**src/rtl/ram_dump_if.sv**
```systemverilog
// Memory read port and TX FIFO push port seen by the RAM dump engine.
// The master side is the dump engine; the slave side is the RAM/FIFO.
interface ram_dump_if;
  logic        mem_req_o;
  logic        mem_gnt_i;
  logic        mem_we_o;
  logic [3:0]  mem_be_o;
  logic [31:0] mem_addr_o;
  logic        mem_rvalid_i;
  logic [31:0] mem_rdata_i;
  logic        tx_full_i;
  logic        tx_we_o;
  logic [31:0] tx_data_o;

  modport master (
    output mem_req_o, mem_we_o, mem_be_o, mem_addr_o, tx_we_o, tx_data_o,
    input  mem_gnt_i, mem_rvalid_i, mem_rdata_i, tx_full_i
  );

  modport slave (
    input  mem_req_o, mem_we_o, mem_be_o, mem_addr_o, tx_we_o, tx_data_o,
    output mem_gnt_i, mem_rvalid_i, mem_rdata_i, tx_full_i
  );
endinterface

```
**src/rtl/ram_dump.sv**
```systemverilog
// Streams RAM words [BASE_ADDR, end) into the TX FIFO, preceded by a header
// word carrying the end address. One read in flight at most.
//
// state  | meaning
// IDLE   | waiting for start_i, validates end address
// HEADER | push end_q as header word
// REQ    | request read at cur_addr until granted
// WAIT   | wait for read data (abort latched here)
// PUSH   | push captured word, advance cur_addr
// FIN    | done_o pulse, back to IDLE
module ram_dump #(
  parameter logic [31:0] BASE_ADDR = 32'h0010_0000
) (
  input  logic        clk_sys_i,
  input  logic        rst_sys_ni,
  input  logic        start_i,
  input  logic [31:0] end_addr_i,
  input  logic        abort_i,
  ram_dump_if.master  bus,
  output logic        busy_o,
  output logic        done_o,
  output logic        err_o
);

  typedef enum logic [2:0] {
    S_IDLE   = 3'd0,
    S_HEADER = 3'd1,
    S_REQ    = 3'd2,
    S_WAIT   = 3'd3,
    S_PUSH   = 3'd4,
    S_FIN    = 3'd5
  } state_e;

  state_e      state_q, state_d;
  logic [31:0] cur_addr_q, cur_addr_d;
  logic [31:0] end_q, end_d;
  logic [31:0] data_q, data_d;
  logic        abort_q, abort_d;
  logic        err_q, err_d;
  logic [31:0] addr_inc;

  assign addr_inc = cur_addr_q + 32'd4;

  always_ff @(posedge clk_sys_i or negedge rst_sys_ni) begin
    if (!rst_sys_ni) begin
      state_q    <= S_IDLE;
      cur_addr_q <= BASE_ADDR;
      end_q      <= '0;
      data_q     <= '0;
      abort_q    <= 1'b0;
      err_q      <= 1'b0;
    end else begin
      state_q    <= state_d;
      cur_addr_q <= cur_addr_d;
      end_q      <= end_d;
      data_q     <= data_d;
      abort_q    <= abort_d;
      err_q      <= err_d;
    end
  end

  always_comb begin
    state_d        = state_q;
    cur_addr_d     = cur_addr_q;
    end_d          = end_q;
    data_d         = data_q;
    abort_d        = abort_q;
    err_d          = 1'b0;
    bus.mem_req_o  = 1'b0;
    bus.mem_addr_o = '0;
    bus.tx_we_o    = 1'b0;
    bus.tx_data_o  = '0;

    case (state_q)
      S_IDLE: begin
        abort_d = 1'b0;
        if (start_i) begin
          if (end_addr_i[1:0] != 2'b00 || end_addr_i < BASE_ADDR) begin
            err_d = 1'b1;
          end else begin
            end_d      = end_addr_i;
            cur_addr_d = BASE_ADDR;
            state_d    = S_HEADER;
          end
        end
      end
      S_HEADER: begin
        bus.tx_data_o = end_q;
        if (abort_i) begin
          state_d = S_IDLE;
        end else if (!bus.tx_full_i) begin
          bus.tx_we_o = 1'b1;
          state_d     = (cur_addr_q == end_q) ? S_FIN : S_REQ;
        end
      end
      S_REQ: begin
        bus.mem_req_o  = 1'b1;
        bus.mem_addr_o = cur_addr_q;
        // Once granted the read is in flight, so an abort must wait for rvalid.
        if (bus.mem_gnt_i) begin
          state_d = S_WAIT;
          abort_d = abort_i;
        end else if (abort_i) begin
          state_d = S_IDLE;
        end
      end
      S_WAIT: begin
        if (bus.mem_rvalid_i) begin
          if (abort_q || abort_i) begin
            state_d = S_IDLE;
          end else begin
            data_d  = bus.mem_rdata_i;
            state_d = S_PUSH;
          end
        end else if (abort_i) begin
          abort_d = 1'b1;
        end
      end
      S_PUSH: begin
        bus.tx_data_o = data_q;
        if (abort_i) begin
          state_d = S_IDLE;
        end else if (!bus.tx_full_i) begin
          bus.tx_we_o = 1'b1;
          cur_addr_d  = addr_inc;
          state_d     = (addr_inc == end_q) ? S_FIN : S_REQ;
        end
      end
      S_FIN: begin
        state_d = S_IDLE;
      end
      default: begin
        state_d = S_IDLE;
      end
    endcase
  end

  assign bus.mem_we_o = 1'b0;
  assign bus.mem_be_o = 4'hF;
  assign busy_o       = (state_q != S_IDLE);
  assign done_o       = (state_q == S_FIN);
  assign err_o        = err_q;

endmodule

```
**src/flat_wrapper.sv**
```systemverilog
// flat-port wrapper written by rule: the top's interface ports become plain ports
module ram_dump_flat 
#(
  parameter logic [31:0] BASE_ADDR = 32'h0010_0000
)
  (clk_sys_i, rst_sys_ni, start_i, end_addr_i, abort_i, busy_o, done_o, err_o, bus_mem_req_o, bus_mem_we_o, bus_mem_be_o, bus_mem_addr_o, bus_tx_we_o, bus_tx_data_o, bus_mem_gnt_i, bus_mem_rvalid_i, bus_mem_rdata_i, bus_tx_full_i);
  ram_dump_if bus_i ();
  input  logic clk_sys_i;
  input  logic rst_sys_ni;
  input  logic start_i;
  input  logic [31:0] end_addr_i;
  input  logic abort_i;
  output logic busy_o;
  output logic done_o;
  output logic err_o;
  output wire logic [$bits(bus_i.mem_req_o)-1:0] bus_mem_req_o;
  output wire logic [$bits(bus_i.mem_we_o)-1:0] bus_mem_we_o;
  output wire logic [$bits(bus_i.mem_be_o)-1:0] bus_mem_be_o;
  output wire logic [$bits(bus_i.mem_addr_o)-1:0] bus_mem_addr_o;
  output wire logic [$bits(bus_i.tx_we_o)-1:0] bus_tx_we_o;
  output wire logic [$bits(bus_i.tx_data_o)-1:0] bus_tx_data_o;
  input wire logic [$bits(bus_i.mem_gnt_i)-1:0] bus_mem_gnt_i;
  input wire logic [$bits(bus_i.mem_rvalid_i)-1:0] bus_mem_rvalid_i;
  input wire logic [$bits(bus_i.mem_rdata_i)-1:0] bus_mem_rdata_i;
  input wire logic [$bits(bus_i.tx_full_i)-1:0] bus_tx_full_i;
  assign bus_mem_req_o = bus_i.mem_req_o;
  assign bus_mem_we_o = bus_i.mem_we_o;
  assign bus_mem_be_o = bus_i.mem_be_o;
  assign bus_mem_addr_o = bus_i.mem_addr_o;
  assign bus_tx_we_o = bus_i.tx_we_o;
  assign bus_tx_data_o = bus_i.tx_data_o;
  assign bus_i.mem_gnt_i = bus_mem_gnt_i;
  assign bus_i.mem_rvalid_i = bus_mem_rvalid_i;
  assign bus_i.mem_rdata_i = bus_mem_rdata_i;
  assign bus_i.tx_full_i = bus_tx_full_i;
  ram_dump #(.BASE_ADDR(BASE_ADDR)) u_core (.clk_sys_i(clk_sys_i), .rst_sys_ni(rst_sys_ni), .start_i(start_i), .end_addr_i(end_addr_i), .abort_i(abort_i), .bus(bus_i), .busy_o(busy_o), .done_o(done_o), .err_o(err_o));
endmodule
```
**config.mk**
```make
export PLATFORM = sky130hd
export DESIGN_NAME = ram_dump_flat
export DESIGN_NICKNAME = d
export VERILOG_FILES = /design/src/rtl/ram_dump_if.sv /design/src/rtl/ram_dump.sv /design/src/flat_wrapper.sv
export SDC_FILE = /design/constraint.sdc
export NUM_CORES = 1
export LEC_CHECK = 0
export ABC_AREA = 1
export CAP_MARGIN = 5
export CORE_ASPECT_RATIO = 0.8
export CORE_MARGIN = 2
export CORE_UTILIZATION = 45
export DETAILED_ROUTE_END_ITERATION = 8
export GPL_TIMING_DRIVEN = 0
export PLACE_DENSITY = 0.8
export SYNTH_ARGS = -nofsm -noshare
export SYNTH_HDL_FRONTEND = slang
export SYNTH_SLANG_ARGS = --single-unit
```
**constraint.sdc**
```tcl
create_clock -name clk_sys_i -period 5.9 [get_ports clk_sys_i]
set_clock_uncertainty 0.2 [all_clocks]
set_input_delay 1.475 -clock clk_sys_i [delete_from_list [all_inputs] [get_ports clk_sys_i]]
set_output_delay 1.475 -clock clk_sys_i [all_outputs]
set_load 0.03 [all_outputs]
```
==> run summary, run 1 <==
Sw Ratio: 43.5%
core area: 13600 um2
leakage: 3.59 nW
Setup crit start kind: flop
YS warnings: 0
CTS Root Cell: clkbuf_16
# fillers: 1249
Vias/cell: 5.25
dpl cells: 1191
Hold Crit Start: u_core.data_q[25]
crit path cell chain: nor3_1 > inv_1 > clkbuf_1 > o21ai_0 > clkdlybuf4s50_1
min cycle time layout: 4.67 ns
nets: 1094
CP arrival: 3.00 ns
Initial Util: 45.9%
Hold Slack: 0.310 ns
Synth cell types: 41
Worst EP required: 4.22 ns
DRC viols: 0
Synth top area share: 39.4%
Setup Crit Path Kind: reg2out
initial antenna violation count: 0
Seq pwr share: 34.7%
Slew headroom: 54.7%
Mapped Area: 6220 um2
hpwl dp: 15200 um
Critical Path End Type: primary output
Inserted Diodes: 0
detailed-route wire length: 19500 um
area of the multi-input gates: 3210 um2
setup bufs post-CTS: 0
sequential share of the synthesized area: 39.9%
Final Hold Fails: 0
Routed wire per std cell: 16.1 um
largest cells by area after synthesis: dfrtp_1 39%, nand2_1 16%, nor2_1 6.5%
share of layout cells above drive strength 1: 8.47%
# port buffers: 136
post-place setup slack: 1.39 ns
Die Wd: 135 um
Final Total Pwr: 3.15 mW
Post-synth EDFFs: 0
PwrDens: 387 nW/um2
RSZ-0062 raised after global routing: false
Max Slew Vio Count: 0
final setup vio count: 0
htree depth: 3
fmax: 214 MHz
std cell rows: 38
Top delay family on crit path: buffers and inverters
clock slew at reported path FFs: 0.08 ns
clock power share: 18.8%
Tcrit/Tclk final: 79.2%
Die Ht: 109 um
vias: 6336
Setup WS post-layout: 1.23 ns
gr ovfl total: 0
Final Instance Count excl. Fillers: 1207
Num CTS Buffers: 9
max_cap viols: 0
net switching power figure: 1.37 mW
global-route usage over all layers: 27.1%
Hold/Removal Path Class: reg2reg
1st-iter DRT viols: 697
post_cts resized: 0
Final ANT Viol Nets: 0
clock buffer depth: 2
layout overhead on the synthesized area: 30.9%
Clock Sinks: 99
global-route wire length before repair: 30600 um
CP peak stage delay: 0.73 ns
worst path bufs/invs: 3
status: finished clean
Synth Flop Type: dfrtp_1
vias in the first global route: 5932
Power Internal: 1.78 mW
CTS tree: built
cell with the most instances after synthesis: nand2_1
Comb pwr share: 46.5%
Worst R2R Start: u_core.state_q[1]
TritonRoute pass-1 iters: 5
Peak VDD IR: 0.000222 V
leading area contributor after synthesis: dfrtp_1
ys async rst share: 100%
routability cong.: 0.955
Ports: 145
Worst-Skew Late Latency: 0.36 ns
#FFs+latches synth: 99
full die area: 14800 um2
largest net degree at the start of global routing: 53
Worst Tran Pin Value: 0.677 ns
post-synthesis instance total: 869
Avg Synthesized Cell Area: 7.16 um2
top cells by count, synth: 260 x nand2_1, 108 x nor2_1, 100 x inv_1
Critical path origin: u_core.state_q[2]
CTS Hold Buffers Added: 0
CP max FO: 10
Crit-path slowest cell: clkdlybuf4s50_1
Reg area: 2480 um2
-- path summary, 6_finish.rpt --
| check | to | slack (ns) | cells after the start |
|---|---|---|---|
| min in group asynchronous | u_core.cur_addr_q[15] | 0.94 | 1 |
| max in group asynchronous | u_core.cur_addr_q[20] | 3.83 | 2 |
| max | bus_tx_data_o[28] | 1.23 | 5 |
| min reg2reg | u_core.data_q[25] | 0.31 | 1 |
| max reg2reg | u_core.cur_addr_q[29] | 3.04 | 9 |
| min | u_core.data_q[25] | 0.31 | 1 |
-- cells by family (layout without fill, tap and decap cells) --
group | after synthesis | count (layout) | synth area share (%)
mux | 31 | 31 | 5.61
xor+xnor | 23 | 23 | 3.68
buf+inv | 136 | 289 | 8.83
fa+ha+maj | 1 | 1 | 0.201
other cells | 2 | 7 | 0.121
flops | 99 | 99 | 39.9
simple gates | 471 | 471 | 32.2
compound gates | 106 | 106 | 9.46
-- layer usage --
metal	up-vias	track usage [%]	part of all wire, %
li1	3069	-	-
met1	2938	39.7	45
met2	303	40.2	43
met3	26	6.37	9.4
met4	0	7.37	1.9
met5	-	0	0
-- layout by cell type (no fill, tap or decap), drive strengths merged, types with 7 or more instances in the layout --
cell,instances
buf,16
clkbuf,27
clkdlybuf4s50,135
conb,7
dfrtp,98
inv,106
mux2,31
nand2,267
nand3,54
nand4,8
nor2,117
nor3,11
nor4,8
o21ai,66
o22ai,25
xor2,18
-- worst register-to-register path, stage by stage, from the launching register on --
cell,delay [ns]
dfrtp_1,0.43
nor2_1,0.10
nand2_1,0.16
nor3_2,0.41
clkinv_1,0.45
nand2_1,0.17
nand2_1,0.16
inv_2,0.20
buf_2,0.30
o22ai_1,0.13
-- registers in the layout (all words and copies together), names as in the netlist --
name               cells
u_core.cur_addr_q     30
u_core.end_q          32
u_core.state_q         3
u_core.abort_q         1
u_core.err_o           1
u_core.data_q         32
-- power groups by stage --
stage                     clock network [mW]  logic [mW]  registers (mW)
after floorplan                            0       0.939            1.06
after detailed placement                   0        1.44            1.10
final                                  0.594        1.46            1.09
after CTS                              0.598        1.45            1.09
after global placement                     0        1.42            1.09
after global routing                   0.622        1.60            1.12
-- through the flow --
| step | setup TNS, ns | utilization (%) | instance area (um2) |
|---|---|---|---|
| floorplan | 0 | - | 6240 |
| global placement | -59.89 | 57.7 | 7820 |
| detailed placement | 0 | 57.9 | 7850 |
| CTS | 0 | 60.1 | 8140 |
| global route | 0 | 60.1 | 8140 |
| finish | 0 | 60.1 | 8140 |
-- final cells by class --
cell class / count / share of cell area [%]
multi-input cells: 639 / 39.4
clock buffers: 9 / 2.77
flip-flops and latches: 99 / 30.4
repair buffers: 137 / 17.0
plain buffers: 32 / 1.94
inverters: 104 / 4.81
clock inverters: 7 / 0.830
well taps: 180 / 2.77
Power figures use the tool's default switching activity.
==> run 2, diff against run 1 <==
--- a/config.mk
+++ b/config.mk
@@ -12,7 +12,7 @@
 export CORE_UTILIZATION = 45
 export DETAILED_ROUTE_END_ITERATION = 8
 export GPL_TIMING_DRIVEN = 0
-export PLACE_DENSITY = 0.8
+export PLACE_DENSITY = 0.83
 export SYNTH_ARGS = -nofsm -noshare
 export SYNTH_HDL_FRONTEND = slang
 export SYNTH_SLANG_ARGS = --single-unit
==> constraint.sdc (replaced) <==
create_clock -name clk_sys_i -period 4 [get_ports clk_sys_i]
set_clock_uncertainty 0.2 [all_clocks]
set_input_delay 1 -clock clk_sys_i [delete_from_list [all_inputs] [get_ports clk_sys_i]]
set_output_delay 1 -clock clk_sys_i [all_outputs]
set_load 0.03 [all_outputs]
==> run 2 against run 1 <==
Net effect: worst setup slack worse by 1.2 ns; power up 49%; largest power group unchanged; combinational power increased by 49%; cell count is the same; sequential cell count stayed put; hold slack got worse by 0.0017 ns; highest routed layer unchanged.
==> run summary, run 2 (same netlist as run 1, synthesis figures left out) <==
clock buffer depth: 2
total negative setup slack: 0 ns
setup bufs post-CTS: 0
std cell rows: 38
Top Registers: u_core.data_q x32, u_core.end_q x32, u_core.cur_addr_q x30
leakage: 3.60 nW
Setup crit start kind: flop
CTS tree: built
gr ovfl total: 0
Routed wire per std cell: 16.4 um
Max Slew Vio Count: 0
dpl cells: 1191
post-route design area: 8150 um2
Worst R2R Start: u_core.state_q[1]
Tcrit/Tclk final: 98.7%
Hold Crit Start: u_core.data_q[12]
vias in the first global route: 6231
Die Ht: 109 um
Setup WS post-layout: 0.0525 ns
global-route wire length before repair: 31000 um
largest net degree at the start of global routing: 59
crit path cell chain: nor3_2 > inv_1 > clkbuf_1 > o21ai_1 > clkdlybuf4s50_1
Hold Path End: u_core.data_q[12]
commonest cells after routing, fill and taps aside: 260 x nand2_1, 135 x clkdlybuf4s50_1, 108 x nor2_1
TritonRoute pass-1 iters: 6
Inserted Diodes: 0
final setup vio count: 0
worst path bufs/invs: 3
htree depth: 3
Ports: 145
CTS Hold Buffers Added: 0
initial antenna violation count: 0
Die Wd: 135 um
Slew headroom: 47.7%
PwrDens: 576 nW/um2
CP arrival: 2.75 ns
Placed Area: 7840 um2
Hold/Removal Path Class: reg2reg
share of layout cells above drive strength 1: 8.76%
fmax: 253 MHz
full die area: 14800 um2
area of the multi-input gates: 3210 um2
CP peak stage delay: 0.72 ns
post-place setup slack: 0.248 ns
commonest non-fill, non-tap cell in the layout: nand2_1
Setup Crit Path Kind: reg2out
flop-to-flop setup slack: 1.17 ns
CTS Root Cell: clkbuf_16
routability cong.: 0.947
Final ANT Viol Nets: 0
# fillers: 1174
Critical Path End Type: primary output
FF-to-FF End: u_core.cur_addr_q[19]
detailed-route wire length: 19800 um
min cycle time layout: 3.95 ns
clock slew at reported path FFs: 0.08 ns
hold path cells: 1
max_cap viols: 0
Top delay family on crit path: buffers and inverters
RSZ-0062 raised after global routing: false
vias: 6562
Reg area: 2480 um2
# port buffers: 136
Initial Util: 45.9%
nets: 1094
Worst Tran Pin Value: 0.785 ns
Worst EP required: 2.80 ns
global-route usage over all layers: 27.3%
Clock Sinks: 99
Num CTS Buffers: 9
hpwl dp: 15400 um
Crit-path slowest cell: clkdlybuf4s50_1
layout overhead on the synthesized area: 31.1%
1st-iter DRT viols: 621
Peak VDD IR: 0.000393 V
DRC viols: 0
core area: 13600 um2
r2r worst-path depth: 9
Worst-Skew Late Latency: 0.35 ns
Final Hold Fails: 0
status: finished clean
Vias/cell: 5.44
CP max FO: 10
Final Instance Count excl. Fillers: 1207
run 2: worst max path at each step:
stage	cells after the start	slack (ns)	startpoint	to
6_report	5	0.05	u_core.state_q[2]	bus_tx_data_o[20]
5_1_grt	5	0.0007	u_core.state_q[2]	bus_tx_data_o[31]
4_1_cts	5	0.03	u_core.state_q[2]	bus_tx_data_o[20]
3_5_place_dp	5	0.25	u_core.state_q[2]	bus_tx_data_o[20]
3_3_place_gp	1	-2.07	rst_sys_ni	u_core.data_q[2]
2_1_floorplan	2	0.91	abort_i	bus_tx_we_o
run 2: metrics by stage:
| step | utilization, % | hold WS (ns) | power (mW) |
|---|---|---|---|
| after global routing | 60.1 | 0.328 | 4.97 |
| after detailed placement | 57.9 | 0.293 | 3.77 |
| after floorplan | - | 0.258 | 2.94 |
| after CTS | 60.1 | 0.310 | 4.66 |
| after global placement | 57.7 | 0.283 | 3.71 |
| final | 60.1 | 0.308 | 4.69 |
run 2: worst register-to-register path, cell delays in order, from the launching register on:
cell and delay [ns]:
dfrtp_1 0.43, nor2_1 0.11, nand2_1 0.15, nor3_2 0.40
clkinv_1 0.46, nand2_1 0.17, nand2_1 0.16, inv_2 0.20
buf_2 0.29, o22ai_1 0.11
run 2: routing by layer:
layer	GRT usage (%)	vias to the layer above	routed length (um)	share of wire, %
met1	37.1	3078	8440	43
met3	6.74	56	2000	10
met2	42.5	354	8760	44
met4	10.3	0	648	3.3
li1	-	3074	-	-
met5	0	-	0	0
run 2: power by group:
group / internal [mW] / switching, mW
Sequential: 1.36 / 0.269
Clock: 0.459 / 0.434
Combinational: 0.833 / 1.34
run 2: layout make-up:
| class | count | share of cell area (%) |
|---|---|---|
| multi-input cells | 639 | 39.4 |
| flip-flops and latches | 99 | 30.4 |
| repair buffers | 137 | 16.9 |
| inverters | 104 | 4.81 |
| clock buffers | 10 | 2.93 |
| well taps | 180 | 2.76 |
| plain buffers | 32 | 1.97 |
| clock inverters | 6 | 0.768 |
run 2: repair_timing:
| item | in CTS | in global routing |
|---|---|---|
| setup endpoints to repair | 4 | 3 |
| gates resized for setup | 2 | 3 |
| endpoints found under the hold margin | 0 | 0 |
| gates cloned | 0 | 0 |
